### src/rtl/uart_tx_buf.sv
// UART transmitter with a small FIFO in front of it.
// Words pushed on P_DATA are queued and sent as frames:
// start bit, DATA_WIDTH data bits (LSB first), optional parity bit, then one or two stop bits.
// Frame settings are captured when a word is popped, so changing them mid-frame has no effect on that frame.
// fsm_state exposes the FSM encoding (IDLE=0, START=1, DATA=2, PARITY=3, STOP=4) for debug.
module uart_tx_buf #(
    parameter int DATA_WIDTH = 8,
    parameter int FIFO_DEPTH = 4
) (
    input  logic                  CLK,
    input  logic                  RST,
    input  logic [DATA_WIDTH-1:0] P_DATA,
    input  logic                  data_valid,
    input  logic                  PAR_EN,
    input  logic                  PAR_TYP,
    input  logic                  STOP2,
    input  logic [15:0]           DIV,
    output logic                  TX_OUT,
    output logic                  busy,
    output logic                  fifo_full,
    output logic                  fifo_empty,
    output logic                  overflow,
    output logic [2:0]            fsm_state
);
    localparam int          AW         = $clog2(FIFO_DEPTH);
    localparam logic [AW:0] FULL_COUNT = (AW+1)'(FIFO_DEPTH);
    localparam logic [3:0]  LAST_IDX   = 4'(DATA_WIDTH-1);

    typedef enum logic [2:0] {
        S_IDLE   = 3'd0,
        S_START  = 3'd1,
        S_DATA   = 3'd2,
        S_PARITY = 3'd3,
        S_STOP   = 3'd4
    } state_t;

    state_t state, state_next;

    // Buffer storage and bookkeeping
    logic [DATA_WIDTH-1:0] mem [FIFO_DEPTH];
    logic [AW-1:0]         wr_ptr, rd_ptr;
    logic [AW:0]           count;
    logic                  push_ok;
    logic                  pop;

    // Frame datapath, loaded at pop time
    logic [DATA_WIDTH-1:0] shreg;
    logic                  par_q;
    logic                  par_en_q;
    logic                  stop2_q;
    logic [15:0]           div_q;
    logic [15:0]           bit_cnt;
    logic [3:0]            bit_idx;
    logic                  stop_idx;
    logic                  bit_end;

    assign fifo_full  = (count == FULL_COUNT);
    assign fifo_empty = (count == '0);
    assign push_ok    = data_valid && !fifo_full;
    assign bit_end    = (bit_cnt == div_q);
    assign busy       = (state != S_IDLE);
    assign fsm_state  = state;

    // Buffer write; the storage itself is not reset, a push during reset is discarded
    always_ff @(posedge CLK) begin
        if (!RST && push_ok) begin
            mem[wr_ptr] <= P_DATA;
        end
    end

    // Pointers, occupancy and the sticky overflow flag
    always_ff @(posedge CLK) begin
        if (RST) begin
            wr_ptr   <= '0;
            rd_ptr   <= '0;
            count    <= '0;
            overflow <= 1'b0;
        end else begin
            if (push_ok) begin
                wr_ptr <= wr_ptr + AW'(1);
            end
            if (pop) begin
                rd_ptr <= rd_ptr + AW'(1);
            end
            case ({push_ok, pop})
                2'b10:   count <= count + (AW+1)'(1);
                2'b01:   count <= count - (AW+1)'(1);
                default: count <= count;
            endcase
            // A dropped push counts even if a pop frees a slot at the same edge
            if (data_valid && fifo_full) begin
                overflow <= 1'b1;
            end
        end
    end

    // FSM state register
    always_ff @(posedge CLK) begin
        if (RST) begin
            state <= S_IDLE;
        end else begin
            state <= state_next;
        end
    end

    // Next-state, pop request and serial line value
    always_comb begin
        state_next = state;
        pop        = 1'b0;
        TX_OUT     = 1'b1;
        case (state)
            S_IDLE: begin
                if (!fifo_empty) begin
                    pop        = 1'b1;
                    state_next = S_START;
                end
            end
            S_START: begin
                TX_OUT = 1'b0;
                if (bit_end) begin
                    state_next = S_DATA;
                end
            end
            S_DATA: begin
                TX_OUT = shreg[0];
                if (bit_end && (bit_idx == LAST_IDX)) begin
                    state_next = par_en_q ? S_PARITY : S_STOP;
                end
            end
            S_PARITY: begin
                TX_OUT = par_q;
                if (bit_end) begin
                    state_next = S_STOP;
                end
            end
            S_STOP: begin
                TX_OUT = 1'b1;
                if (bit_end && (stop_idx || !stop2_q)) begin
                    // Chain straight into the next frame when more words are waiting
                    if (!fifo_empty) begin
                        pop        = 1'b1;
                        state_next = S_START;
                    end else begin
                        state_next = S_IDLE;
                    end
                end
            end
            default: begin
                state_next = S_IDLE;
            end
        endcase
    end

    // Frame datapath: load on pop, then count bit periods and shift data
    always_ff @(posedge CLK) begin
        if (RST) begin
            bit_cnt  <= '0;
            bit_idx  <= '0;
            stop_idx <= 1'b0;
            par_en_q <= 1'b0;
            stop2_q  <= 1'b0;
            div_q    <= '0;
            par_q    <= 1'b0;
            shreg    <= '0;
        end else if (pop) begin
            shreg    <= mem[rd_ptr];
            par_q    <= (^mem[rd_ptr]) ^ PAR_TYP;
            par_en_q <= PAR_EN;
            stop2_q  <= STOP2;
            div_q    <= DIV;
            bit_cnt  <= '0;
            bit_idx  <= '0;
            stop_idx <= 1'b0;
        end else if (state != S_IDLE) begin
            if (bit_end) begin
                bit_cnt <= '0;
                if (state == S_DATA) begin
                    shreg   <= shreg >> 1;
                    bit_idx <= bit_idx + 4'd1;
                end
                if (state == S_STOP) begin
                    stop_idx <= 1'b1;
                end
            end else begin
                bit_cnt <= bit_cnt + 16'd1;
            end
        end
    end
endmodule

### config.mk
export PLATFORM = sky130hd
export DESIGN_NAME = uart_tx_buf
export DESIGN_NICKNAME = d
export VERILOG_FILES = /design/src/rtl/uart_tx_buf.sv
export SDC_FILE = /design/constraint.sdc
export NUM_CORES = 1
export LEC_CHECK = 0
export BUFFER_PORTS_ARGS = -buffer_cell sky130_fd_sc_hd__buf_2
export CORE_MARGIN = 1
export CORE_UTILIZATION = 53
export DETAILED_ROUTE_END_ITERATION = 7
export PLACE_DENSITY = 0.75
export SETUP_SLACK_MARGIN = 0.4
export SKIP_CTS_REPAIR_TIMING = 1
export SYNTH_ARGS = -nofsm -noshare
export SYNTH_HDL_FRONTEND = slang
export SYNTH_SLANG_ARGS = --single-unit
### constraint.sdc
create_clock -name CLK -period 3 [get_ports CLK]
set_clock_uncertainty 0.15 [all_clocks]
set_input_delay 0.45 -clock CLK [delete_from_list [all_inputs] [get_ports CLK]]
set_output_delay 0.45 -clock CLK [all_outputs]
set_load 0.02 [all_outputs]
==> summary.md, run 1 <==
| Metric | Value |
|---|---|
| Final non-filler cell area | about 0.0046 mm^2 |
| Total CTS buffers | 9 |
| Status | complete, no violations |
| Fmax achieved | approximately 0.38 GHz |
| R2R Setup Slk | 0.37 ns |
| Crit-path cells | xnor2_1, nand4_1, nor4_4, a31oi_4, inv_4, ha_4, inv_2, fa_2, xor2_1, or3_1, a21oi_1 |
| Syn Nets | just over 400 |
| Post-synth EDFFs | 32 |
| Async SR Flop Fraction | 0% |
| Slowest cell delay on critical path | between 0.4 and 0.5 ns |
| CP endpoint kind | register |
| Hpwl dp | 5082 um |
| Fin crit share | between 80% and 90% |
| Top-count cell post-synth | dfxtp_1 |
| Synth warn | 0 |
| Worst path depth | 11 |
| ANT cells | 0 |
| Arr. time, crit path | approximately 2.8 ns |
| Post-synth top area cell | dfxtp_1 |
| Leak | 0.001723 uW |
| Initial core utilization | between 50% and 60% |
| Vias | 2736 |
| Wire per inst | roughly 14 um |
| Largest net degree at the start of global routing | 47 |
| P per Cell Area | roughly 960 mW/mm^2 |
| Mapped Avg Cell Area | 10.81 um^2 |
| Slowest-stage cell, CP | dfxtp_1 |
| Final setup fails | 0 |
| Die area | around 0.008 mm^2 |
| Top cell type's share of synthesized area | between 30 and 40% |
| Post-Route WL | 7276 um |
| Final setup TNS | 0 ns |
| Mapped Cells | roughly 380 |
| Hold Path Origin | P_DATA[4] |
| I/O pin total | 38 |
| Clk root buf | clkbuf_8 |
| Reg clk slew, reported paths | about 0.1 ns |
| Total track usage | between 20% and 30% |
| CTS tree | done |
| CP Class | register to register |
| Fin crit period | approximately 2.6 ns |
| Die height | around 90 um |
| Synth Register Bits | 93 |
| Max-slew violation count | 0 |
| Slew margin rel. | between 60% and 70% |
| First-pass GRT wire length | ~12000 um |
| R2R depth | 11 |
| Synth Flop Type | dfxtp_1 |
| H-tree depth | 3 |
| Pre-Repair DR Iteration Count | 4 |
| Dpl cells | 502 |
| Synth area leaders | dfxtp_1 (30%), edfxtp_1 (24%), xnor2_1 (5.4%), nand2_1 (4.5%), mux4_2 (4.4%) |
| Yosys cell types | 43 |
| Final non-filler cell total | between 500 and 600 |
| GP Congestion | 0.8073 |
| CP bufs+invs | 2 |
| Synth top cells by count | dfxtp_1 (61), nand2_1 (49), nor2_1 (41), edfxtp_1 (32), a21oi_1 (27) |
| Worst reg2reg path startpoint | bit_cnt[8] |
| Worst R2R End | count[2] |
| Worst Path Required | between 3 and 4 ns |
| RSZ-0062 raised after global routing | yes |
| Initial antenna violation count | 0 |
| # clock sinks | 93 |
| Clock buffer depth | 2 |
| CP Capture Point | count[2] |
| Std cell rows | 31 |
| Core area | approximately 0.0073 mm^2 |
| DR iter-0 viols | 133 |
| Worst slew pin tran | 0.4949 ns |
| DRC errors left | 0 |
| Worst hold-check path type | input pin to register |
| ANT nets after route | 0 |
| Hold Fails Final Rpt | 0 |
| Die W | approximately 90 um |
| Layout cells sized above 1 | ~26% |
| Final nets | between 400 and 500 |
| DP Area | 0.004365 mm^2 |
| P&R area growth vs syn | 13.68% |
| Sequential element share of the synthesized area | a little over half |
| Port bufs | 37 |
| Crit Path Max Fanout | 4 |
| Worst IR drop on VDD | 0.6437 mV |
| Max Cap Viol | 0 |
| Source of the critical timing path | bit_cnt[8] |
| Core Util, Final | a little over three fifths |
| DR vias/cell | between 5 and 6 |
| Cell Area, Synth | 0.004053 mm^2 |
| Clock latency on the worst-skew pair | 0.36 ns |
| Overflow left after global routing | 0 |
| Number of fill cells | 585 |
| Vias in the first global route | approximately 2600 |
| Top delay family on crit path | simple AND/OR/NAND/NOR gates |
| Critical Path Start Type | register |
worst min-delay path by stage:
stage                     slack, ns  depth (start not counted)        end
after global placement         0.30                          2   overflow
final                          0.14                          1  mem[3][4]
after detailed placement       0.31                          2      par_q
after global routing           0.13                          1  mem[1][4]
after CTS                      0.13                          1  mem[2][4]
after floorplan                0.28                          2      par_q
layer usage:
layer	vias up	track usage, %	part of all wire [%]
met4	0	6.782	1.5
met3	11	6.371	3.9
met1	1298	25.14	45
met5	-	0	0
met2	50	33.59	49
li1	1377	-	-
cell usage in the layout, fill, tap and decap left out, drive strengths merged, types with 8 or more instances in the layout:
cell type and count:
inv 15, nor2 41, nand3 8, buf 48, xor2 17, xnor2 27
dfxtp 61, nand4 10, clkbuf 9, a21oi 27, nand2 49, mux2i 9
mux4 8, nor3 8, edfxtp 32
state kept, by name, summed over array words and instances (netlist names), named ones only:
signal	count
bit_cnt	16
bit_idx	4
count	3
div_q	16
fsm_state	3
mem	32
overflow	1
par_en_q	1
par_q	1
rd_ptr	2
shreg	8
stop2_q	1
stop_idx	1
wr_ptr	2
final cells by class:
type,count,area (um^2),area share (%)
flip-flops and latches,93,2211,47.99
inverters,10,40.04,0.8691
repair buffers,48,267.8,5.812
clock inverters,7,65.06,1.412
multi-input cells,254,1775,38.54
clock buffers,9,123.9,2.689
well taps,99,123.9,2.689
cell families (layout without fill, tap and decap cells):
| group | after synthesis | in the layout | synth area share, % |
|---|---|---|---|
| multiplexers | 17 | 17 | 6.669 |
| buffers and inverters | 28 | 74 | 3.365 |
| AO/OA/AOI/OAI | 45 | 45 | 7.039 |
| AND/OR/NAND/NOR | 139 | 139 | 15.99 |
| adder cells (fa/ha/maj) | 8 | 8 | 2.655 |
| flip-flops | 93 | 93 | 53.84 |
| XOR/XNOR | 45 | 45 | 10.44 |
where the power goes:
part / internal (uW) / switching [uW] / total [uW] / leakage [uW]
Clock: 323 / 474 / 797 / 0.0000947
Combinational: 823 / 1120 / 1940 / 0.000831
Sequential: 1530 / 166 / 1700 / 0.000797
Total: 2680 / 1760 / 4440 / 0.00172
through the flow:
stage,total power (uW),hold slack [ns],setup WS (ns)
after detailed placement,3630,0.3062,0.3526
after global routing,4752,0.1261,0.2623
after CTS,4428,0.1310,0.3032
after global placement,3580,0.2972,0.4539
final,4436,0.1397,0.3658
after floorplan,3199,0.2821,0.1282
Note: power is estimated with default switching activity, not from simulation.
==> inputs of run 2 (changes only) <==
CORE_ASPECT_RATIO = 1.2   (was unset)
==> run 2 against run 1 <==
Effect of this change:
- hold slack lost 0.0017 ns
- design area decreased by 0.16%
- via count fell by 0.99%
- final cell count shrank 2.5%
- register-to-register slack about the same
- worst setup slack lost 0.0013 ns
- first-iteration DRC count fell by 46%
- largest power group unchanged
==> summary.md, run 2 (same netlist as run 1, synthesis figures left out) <==
| Metric | Value |
|---|---|
| Hold Fails Final Rpt | 0 |
| DR vias/cell | ~5.3 |
| Core area | between 0.007 and 0.008 mm^2 |
| Worst R2R End | count[2] |
| Crit Path Max Fanout | 3 |
| Worst IR drop on VDD | ~0.6 mV |
| Reg clk slew, reported paths | around 0.1 ns |
| R2R Setup Slk | 0.36 ns |
| Worst path depth | 11 |
| Vias | approximately 2700 |
| Layout cells sized above 1 | between 20% and 30% |
| Arr. time, crit path | 2.78 ns |
| Die height | between 90 and 100 um |
| Die area | 0.008002 mm^2 |
| # clock sinks | between 90 and 100 |
| P per Cell Area | between 900 and 1000 mW/mm^2 |
| Port bufs | 37 |
| Vias in the first global route | approximately 2600 |
| Total track usage | 19.86% |
| DP Area | between 0.004 and 0.005 mm^2 |
| Max reg flops | 32 |
| P&R area growth vs syn | 13.49% |
| Fin crit share | approximately 88% |
| Clock latency on the worst-skew pair | ~0.37 ns |
| Source of the critical timing path | bit_cnt[5] |
| ANT nets after route | 0 |
| Slowest-stage cell, CP | nor4_4 |
| Leak | between 0.0015 and 0.002 uW |
| CP bufs+invs | 2 |
| ANT cells | 0 |
| CP endpoint kind | register |
| Pre-Repair DR Iteration Count | 4 |
| Worst slew pin tran | 0.5765 ns |
| Final setup TNS | 0 ns |
| Fmax achieved | approximately 0.38 GHz |
| CTS tree | done |
| Top delay family on crit path | simple AND/OR/NAND/NOR gates |
| Overflow left after global routing | 0 |
| Crit-path cells | xnor2_2, nand4_1, nor4_4, a31oi_4, inv_4, ha_4, inv_2, fa_2, xor2_1, or3_1, a21oi_2 |
| Std cell rows | 34 |
| Slew margin rel. | around 61% |
| Sequential share of power | slightly below 40% |
| Most frequent cells in the layout | nand2_1 (49), dfxtp_1 (46), nor2_1 (40), buf_2 (37), edfxtp_1 (32) |
| Post-Route WL | 7193 um |
| Clk root buf | clkbuf_8 |
| Clk pwr share | a little under a fifth |
| Internal Pwr Total | 2687 uW |
| RSZ-0062 raised after global routing | yes |
| Biggest registers after layout | mem x32, bit_cnt x16, div_q x16 |
| CP Capture Point | count[2] |
| First-pass GRT wire length | 11790 um |
| DR iter-0 viols | between 70 and 80 |
| Number of fill cells | approximately 600 |
| Commonest non-fill, non-tap cell in the layout | nand2_1 |
| CP Class | register to register |
| Core Util, Final | a little over three fifths |
| I/O pin total | 38 |
| Largest net degree at the start of global routing | 37 |
| Sw Share | roughly 40% |
| Switching pwr | 1754 uW |
| Max Cap Viol | 0 |
| Final nets | 450 |
| Slowest cell delay on critical path | between 0.4 and 0.5 ns |
| Max-slew violation count | 0 |
| H-tree depth | 3 |
| Total CTS buffers | 9 |
| Worst reg2reg path startpoint | bit_cnt[5] |
| Initial core utilization | a little under three fifths |
| Die W | between 80 and 90 um |
| GP Congestion | approximately 0.83 |
| Wire per inst | around 14 um |
| R2R depth | 11 |
| Combinational Power Share | a little over two fifths |
| Final non-filler cell area | between 0.004 and 0.005 mm^2 |
| Initial antenna violation count | 0 |
| Fin crit period | approximately 2.6 ns |
| DRC errors left | 0 |
| Largest Register | mem |
| Final setup fails | 0 |
| Hpwl dp | between 5000 and 6000 um |
| Clock buffer depth | 2 |
| Worst Path Required | ~3.2 ns |
| Critical Path Start Type | register |
| Worst hold-check path type | input pin to register |
| Status | complete, no violations |
[run 2: changes by cell type in the layout (fill, tap and decap cells not counted), moves of 2 or more]
cell,delta
xnor2_2,+4
dfxtp_2,+2
xnor2_1,-4
inv_6,-2
dfxtp_4,-2
buf_4,-4
[run 2: area by class of cell]
type	instances	area (um^2)	area share, %
tap	90	112.6	2.448
timing repair buffer	44	237.7	5.169
multi-input combinational	254	1804	39.23
sequential	93	2206	47.96
clock inverter	7	75.07	1.632
inverter	10	40.04	0.8705
clock buffer	9	123.9	2.693
[run 2: worst register-to-register path: cells and delay by family, from the launching register on]
family / cells / cell delay [ns]
fa+ha+maj: 2 / 0.45
simple gates: 3 / 0.88
flops: 1 / 0.37
buf+inv: 2 / 0.12
compound gates: 2 / 0.27
xor+xnor: 2 / 0.31
[run 2: routing by layer]
layer  GRT usage, %  wire, um  vias up
met5              0         0        -
met4          7.287       120        0
met3          4.206       197       10
met2          34.27      3875       40
met1          23.84      2999     1291
li1               -         -     1368
[run 2: power groups by stage]
stage	combinational [uW]	clock, uW	sequential (uW)
floorplan	1520	0	1680
CTS	1870	831	1720
finish	1900	812	1730
global route	2110	879	1760
detailed placement	1860	0	1750
global placement	1830	0	1740
[run 2: worst min path at each step]
stage	depth (start not counted)	endpoint	startpoint	slack, ns
after floorplan	2	par_q	par_q	0.28
after global placement	2	par_en_q	par_en_q	0.29
after detailed placement	2	par_en_q	par_en_q	0.30
after CTS	1	mem[0][3]	P_DATA[3]	0.13
after global routing	1	mem[0][4]	P_DATA[4]	0.12
final	1	mem[2][4]	P_DATA[4]	0.14
[run 2: through the flow]
stage	setup slack (ns)	hold WS, ns	power [uW]	cells
2_1_floorplan	0.1282	0.2821	3199	375
3_3_place_gp	0.4138	0.2928	3576	490
3_5_place_dp	0.3305	0.3014	3617	490
4_1_cts	0.2849	0.1265	4426	506
5_1_grt	0.2368	0.1225	4756	507
6_report	0.3645	0.1380	4441	507
